File: config.mk
export PLATFORM = sky130hd
export DESIGN_NAME = mc_apb_master
export DESIGN_NICKNAME = d
export VERILOG_FILES = /design/src/rtl/mc_apb_master.sv
export SDC_FILE = /design/constraint.sdc
export NUM_CORES = 1
export LEC_CHECK = 0
export ABC_CLOCK_PERIOD_IN_PS = 2650
export BUFFER_PORTS_ARGS = -buffer_cell sky130_fd_sc_hd__buf_2
export CAP_MARGIN = 15
export CORE_ASPECT_RATIO = 1.4
export CORE_UTILIZATION = 47
export DETAILED_ROUTE_END_ITERATION = 16
export PLACE_DENSITY = 0.8
export SLEW_MARGIN = 20
export SYNTH_ARGS = -nofsm -noshare
export SYNTH_HDL_FRONTEND = slang
export SYNTH_SLANG_ARGS = --single-unit
File: constraint.sdc
create_clock -name apb_pclk -period 2.65 [get_ports apb_pclk]
set_clock_uncertainty 0.05 [all_clocks]
set_input_delay 0.265 -clock apb_pclk [delete_from_list [all_inputs] [get_ports apb_pclk]]
set_output_delay 0.265 -clock apb_pclk [all_outputs]
set_load 0.01 [all_outputs]
File: src/rtl/mc_apb_master.sv
// mc_apb_master: valid/ready command port to APB3 initiator with an ACCESS-phase timeout.
// Define MC_APB_BOOT_INIT_EN to program the MC timing registers and mc_en after reset.
module mc_apb_master #(
  parameter int APB_ADDR_WIDTH = 16,
  parameter int APB_DATA_WIDTH = 32,
  parameter int TIMEOUT_CYCLES = 255
) (
  input  logic                      apb_pclk,
  input  logic                      apb_prstn,
  input  logic                      cmd_valid,
  output logic                      cmd_ready,
  input  logic                      cmd_write,
  input  logic [APB_ADDR_WIDTH-1:0] cmd_addr,
  input  logic [APB_DATA_WIDTH-1:0] cmd_wdata,
  output logic                      rsp_valid,
  output logic [APB_DATA_WIDTH-1:0] rsp_rdata,
  output logic                      rsp_err,
  output logic                      boot_done,
  output logic                      apb_psel,
  output logic                      apb_penable,
  output logic                      apb_pwrite,
  output logic [APB_ADDR_WIDTH-1:0] apb_paddr,
  output logic [APB_DATA_WIDTH-1:0] apb_pwdata,
  input  logic [APB_DATA_WIDTH-1:0] apb_prdata,
  input  logic                      apb_pready
);

  localparam logic [8:0] TMO_LIMIT = 9'(TIMEOUT_CYCLES);
  localparam bit         TMO_EN    = (TIMEOUT_CYCLES != 0);

  typedef enum logic [1:0] {
    S_IDLE,
    S_SETUP,
    S_ACCESS
  } state_t;

  state_t                    r_state;
  state_t                    w_state_nxt;
  logic                      r_psel;
  logic                      r_penable;
  logic                      r_pwrite;
  logic [APB_ADDR_WIDTH-1:0] r_paddr;
  logic [APB_DATA_WIDTH-1:0] r_pwdata;
  logic [7:0]                r_tmo_cnt;
  logic                      r_cmd_ready;
  logic                      r_rsp_valid;
  logic [APB_DATA_WIDTH-1:0] r_rsp_rdata;
  logic                      r_rsp_err;

  logic                      w_start;
  logic                      w_done;
  logic                      w_tmo_hit;
  logic [8:0]                w_tmo_inc;
  logic                      w_boot_pend;
  logic                      w_boot_done_nxt;
  logic [APB_ADDR_WIDTH-1:0] w_boot_addr;
  logic [APB_DATA_WIDTH-1:0] w_boot_wdata;
  logic                      w_start_write;
  logic [APB_ADDR_WIDTH-1:0] w_start_addr;
  logic [APB_DATA_WIDTH-1:0] w_start_wdata;

`ifdef MC_APB_BOOT_INIT_EN
  logic [2:0] r_boot_idx;
  logic       r_boot_done;
  logic       w_boot_last;

  function automatic logic [APB_ADDR_WIDTH-1:0] boot_addr(input logic [2:0] idx);
    case (idx)
      3'd0:    boot_addr = APB_ADDR_WIDTH'(16'h0004);
      3'd1:    boot_addr = APB_ADDR_WIDTH'(16'h0008);
      3'd2:    boot_addr = APB_ADDR_WIDTH'(16'h000C);
      3'd3:    boot_addr = APB_ADDR_WIDTH'(16'h0010);
      default: boot_addr = APB_ADDR_WIDTH'(16'h0000);
    endcase
  endfunction

  // mc_en (0x0) is deliberately last so the controller only runs once timings are in place
  function automatic logic [APB_DATA_WIDTH-1:0] boot_wdata(input logic [2:0] idx);
    case (idx)
      3'd0:    boot_wdata = APB_DATA_WIDTH'(32'h0706_1016);
      3'd1:    boot_wdata = APB_DATA_WIDTH'(32'h0000_0406);
      3'd2:    boot_wdata = APB_DATA_WIDTH'(32'h0FFF_FFFF);
      3'd3:    boot_wdata = APB_DATA_WIDTH'(32'h016E_3600);
      default: boot_wdata = APB_DATA_WIDTH'(32'h0000_0001);
    endcase
  endfunction

  assign w_boot_pend     = !r_boot_done;
  assign w_boot_last     = (r_boot_idx == 3'd4);
  assign w_boot_done_nxt = r_boot_done | (w_done & w_boot_last);
  assign w_boot_addr     = boot_addr(r_boot_idx);
  assign w_boot_wdata    = boot_wdata(r_boot_idx);
  assign boot_done       = r_boot_done;

  // a timed-out entry still advances the index, so a dead register cannot stall boot
  always_ff @(posedge apb_pclk or negedge apb_prstn) begin
    if (!apb_prstn) begin
      r_boot_idx  <= 3'd0;
      r_boot_done <= 1'b0;
    end else if (w_done && !r_boot_done) begin
      if (w_boot_last) r_boot_done <= 1'b1;
      else             r_boot_idx  <= r_boot_idx + 3'd1;
    end
  end
`else
  assign w_boot_pend     = 1'b0;
  assign w_boot_done_nxt = 1'b1;
  assign w_boot_addr     = '0;
  assign w_boot_wdata    = '0;
  assign boot_done       = 1'b1;
`endif

  assign w_start_write = w_boot_pend ? 1'b1         : cmd_write;
  assign w_start_addr  = w_boot_pend ? w_boot_addr  : cmd_addr;
  assign w_start_wdata = w_boot_pend ? w_boot_wdata : cmd_wdata;

  always_comb begin
    w_state_nxt = r_state;
    w_start     = 1'b0;
    w_done      = 1'b0;
    w_tmo_hit   = 1'b0;
    w_tmo_inc   = {1'b0, r_tmo_cnt} + 9'd1;
    case (r_state)
      S_IDLE: begin
        if (w_boot_pend || (cmd_valid && r_cmd_ready)) begin
          w_start     = 1'b1;
          w_state_nxt = S_SETUP;
        end
      end
      S_SETUP: w_state_nxt = S_ACCESS;
      S_ACCESS: begin
        // pready is tested first so it wins over a coincident timeout
        if (apb_pready) begin
          w_done      = 1'b1;
          w_state_nxt = S_IDLE;
        end else if (TMO_EN && (w_tmo_inc == TMO_LIMIT)) begin
          w_done      = 1'b1;
          w_tmo_hit   = 1'b1;
          w_state_nxt = S_IDLE;
        end
      end
      default: w_state_nxt = S_IDLE;
    endcase
  end

  always_ff @(posedge apb_pclk or negedge apb_prstn) begin
    if (!apb_prstn) begin
      r_state     <= S_IDLE;
      r_psel      <= 1'b0;
      r_penable   <= 1'b0;
      r_pwrite    <= 1'b0;
      r_paddr     <= '0;
      r_pwdata    <= '0;
      r_tmo_cnt   <= 8'd0;
      r_cmd_ready <= 1'b0;
    end else begin
      r_state     <= w_state_nxt;
      r_psel      <= (w_state_nxt != S_IDLE);
      r_penable   <= (w_state_nxt == S_ACCESS);
      r_cmd_ready <= (w_state_nxt == S_IDLE) && w_boot_done_nxt;
      if (w_start) begin
        r_pwrite  <= w_start_write;
        r_paddr   <= w_start_addr;
        r_pwdata  <= w_start_wdata;
        r_tmo_cnt <= 8'd0;
      end else begin
        // the responder ignores psel, so pwrite must fall with the transfer
        if (w_done) r_pwrite <= 1'b0;
        if ((r_state == S_ACCESS) && !apb_pready) r_tmo_cnt <= r_tmo_cnt + 8'd1;
      end
    end
  end

  always_ff @(posedge apb_pclk or negedge apb_prstn) begin
    if (!apb_prstn) begin
      r_rsp_valid <= 1'b0;
      r_rsp_rdata <= '0;
      r_rsp_err   <= 1'b0;
    end else begin
      r_rsp_valid <= w_done && !w_boot_pend;
      if (w_done && !w_boot_pend) begin
        r_rsp_rdata <= (w_tmo_hit || r_pwrite) ? '0 : apb_prdata;
        r_rsp_err   <= w_tmo_hit;
      end
    end
  end

  assign cmd_ready   = r_cmd_ready;
  assign rsp_valid   = r_rsp_valid;
  assign rsp_rdata   = r_rsp_rdata;
  assign rsp_err     = r_rsp_err;
  assign apb_psel    = r_psel;
  assign apb_penable = r_penable;
  assign apb_pwrite  = r_pwrite;
  assign apb_paddr   = r_paddr;
  assign apb_pwdata  = r_pwdata;

endmodule

==> metrics.md <==
| Metric | Value |
|---|---|
| Maximum level of the CTS H-tree | `3` |
| Highest Clock Rate | `445 MHz` |
| GRT Total Usage | `0.221` |
| Chip width | `77.6 um` |
| Synth top cells by count | `149 x nand2_1, 96 x dfrtp_1, 32 x a22o_1` |
| Sink Count | `96` |
| Core Box Area | `7750 um^2` |
| Startpoint types | `register` |
| Sequential fraction of the synthesis area | `0.639` |
| DRT Wirelength | `8930 um` |
| DRC Markers | `0` |
| Launch point of the worst reg-to-reg path | `r_tmo_cnt[0]` |
| Initial drt markers | `199` |
| Met1 global-route usage | `0.270` |
| Placed Cells | `616` |
| Setup_tns | `0 ns` |
| Vias in the first global route | `3022` |
| Crit path from | `r_tmo_cnt[0]` |
| Critical path required time | `2.85 ns` |
| Count leader, synth | `nand2_1` |
| CP cell instances | `ha_1 > inv_1 > nor4b_1 > a311o_1 > a31oi_4 > buf_4 > a22o_1` |
| CP max-delay cell | `dfrtp_1` |
| Final ANT Viol Nets | `0` |
| Root Buffer | `clkbuf_8` |
| Post-Syn Nets | `447` |
| Max IR drop VDD | `0.000703 V` |
| Synth Cell Area | `3760 um^2` |
| Via density | `5.09` |
| Worst slew margin | `0.656` |
| Clock buffer count from CTS | `9` |
| Combinational power share | `0.374` |
| Cell Pwr Density | `1120 nW/um^2` |
| Initial antenna violation count | `0` |
| Net switching power | `0.00200 W` |
| Met3 usage | `0.0466` |
| Worst-Margin Slew | `0.516 ns` |
| Grt met2 use | `0.374` |
| Clock tree buffer depth | `2` |
| Yosys warnings | `0` |
| Synthesized flop and latch total | `96` |
| Fraction of registers with async set/reset | `1.00` |
| Final setup viols | `0` |
| IO Port Bufs | `170` |
| CTS tree | `done` |
| Reg clk slew, reported paths | `0.09 ns` |
| Part of the power in registers | `0.440` |
| Max FO, Critical Path | `33` |
| Critical path's largest stage delay | `0.48 ns` |
| TritonRoute pass-1 iters | `5` |
| Syn Area/Cell | `10.4 um^2` |
| # IOs | `172` |
| Total grt overflow | `0` |
| Cell Rows | `38` |
| Post-cts sizing count | `0` |
| Area growth, synth to finish | `30.8%` |
| Net Sw Frac | `0.364` |
| Routed length per instance | `14.1 um` |
| Share of the synthesized area in the top cell type | `0.639` |
| Starting Density | `0.485` |
| Clk_lat worst skew | `0.35 ns` |
| Largest net degree at the start of global routing | `59` |
| Period minus WS final | `2.25 ns` |
| Critical path capture point type | `register` |
| Critical Path AT | `2.44 ns` |
| Non-filler cells, final | `633` |
| Slew Viols, Final | `0` |
| Vias | `3219` |
| Die height | `108 um` |
| Post-synth top flop | `dfrtp_1` |
| Crit Path Class | `register to register` |
| Outcome | `completed` |
| Synth Instances | `360` |
| Pleak | `2.80 nW` |
| Post-synth EDFFs | `0` |
| Share of cells above drive strength 1 | `0.366` |
| Clock Power Share | `0.186` |
| Top cells by area, synth | `dfrtp_1 64%, nand2_1 15%, a22o_1 7.5%` |
| RSZ-0062 raised after global routing | `no` |
| Yosys top cell by area | `dfrtp_1` |
| DP Wirelength | `6430 um` |
| Die area | `8370 um^2` |
| Fin nets | `615` |
| Internal | `0.00349 W` |
| Netlist cell types | `33` |
| Max-cap viol count | `0` |
| Antenna diode count | `0` |
| Final Hold Viols | `0` |
| Global route hottest layer | `met2` |
| First-pass GRT wire length | `14100 um` |
| Final worst-path cycle share | `0.848` |
| Worst hold start | `cmd_wdata[6]` |
| Final Wtd Congestion | `0.810` |
| Worst min-delay path class | `input port to register` |
[worst paths after layout]
path | endpoint | slack (ns) | depth (start not counted)
max in group asynchronous | apb_paddr[8] | 1.53 | 3
min in group asynchronous | r_tmo_cnt[3] | 0.36 | 2
worst min register to register | apb_pwdata[25] | 0.43 | 2
worst max-delay path | rsp_rdata[23] | 0.40 | 7
worst max register to register | rsp_rdata[23] | 0.40 | 7
worst min-delay path | apb_pwdata[6] | 0.04 | 3
[metrics by stage]
stage	hold WS (ns)	util	setup slack, ns	area (um^2)	total power, W
after floorplan	-0.0806	-	0.712	3760	0.00359
after global placement	0.217	0.606	0.544	4700	0.00443
after detailed placement	0.220	0.606	0.431	4700	0.00453
after CTS	0.0268	0.635	0.404	4920	0.00555
after global routing	0.0265	0.635	0.278	4920	0.00590
final	0.0397	0.635	0.402	4920	0.00549
[repair_timing]
item	CTS	global route
hold endpoints to repair	38	0
setup buffers	0	0
hold buffers	1	0
[registers in the layout, summed over array words and instances, names as in the netlist]
name	cells
apb_paddr	16
apb_pwrite	1
r_state	2
apb_penable	1
rsp_rdata	32
rsp_valid	1
cmd_ready	1
r_tmo_cnt	8
rsp_err	1
apb_pwdata	32
apb_psel	1
[critical path: cells and delay by family, from the launching register on]
family,cells,cell delay (ns)
flops,1,0.48
fa+ha+maj,1,0.27
buf+inv,2,0.40
simple gates,1,0.33
compound gates,3,0.61
[layer usage]
metal  vias to the layer above  wire length (um)
met2                       127              4670
met3                        18               444
li1                       1528                 -
met5                         -                 0
met4                         0               220
met1                      1546              3590
[placed cells by master, fill, tap and decap left out, types with 2 or more instances in the layout]
| cell type | instances |
|---|---|
| and2_1 | 3 |
| ha_1 | 2 |
| inv_1 | 4 |
| a22o_1 | 32 |
| nor2_1 | 7 |
| bufinv_16 | 2 |
| o41ai_1 | 3 |
| dfrtp_1 | 96 |
| nand2_1 | 149 |
| clkinv_2 | 3 |
| nand2b_1 | 2 |
| o31ai_1 | 2 |
| buf_4 | 5 |
| clkbuf_8 | 9 |
| buf_2 | 169 |
| o21ai_0 | 12 |
| and3_1 | 3 |
| nor2b_1 | 2 |
| xor2_1 | 2 |
| nand3_1 | 4 |
| nand3b_1 | 3 |
[final cells by class]
class	count	area [um^2]
Clock buffer	10	128
Clock inverter	6	83.8
Fill cell	648	2830
Inverter	5	18.8
Multi-Input combinational cell	240	1250
Sequential cell	96	2400
Tap cell	100	125
Timing Repair Buffer	176	913
[power by group through the flow]
stage	logic [W]	clock network [W]	registers, W
after global placement	0.00200	0	0.00243
after floorplan	0.000869	0	0.00272
after CTS	0.00209	0.00104	0.00242
final	0.00205	0.00102	0.00242
after global routing	0.00229	0.00110	0.00251
after detailed placement	0.00208	0	0.00245
[logic make-up after synthesis]
group,count (synthesis),share of synthesized area
buffers and inverters,24,0.0309
AND/OR/NAND/NOR,177,0.194
other,1,0.000997
adder cells (fa/ha/maj),2,0.00665
flip-flops,96,0.639
XOR/XNOR,2,0.00466
AO/OA/AOI/OAI,58,0.124
(Power assumes the default switching activity.)
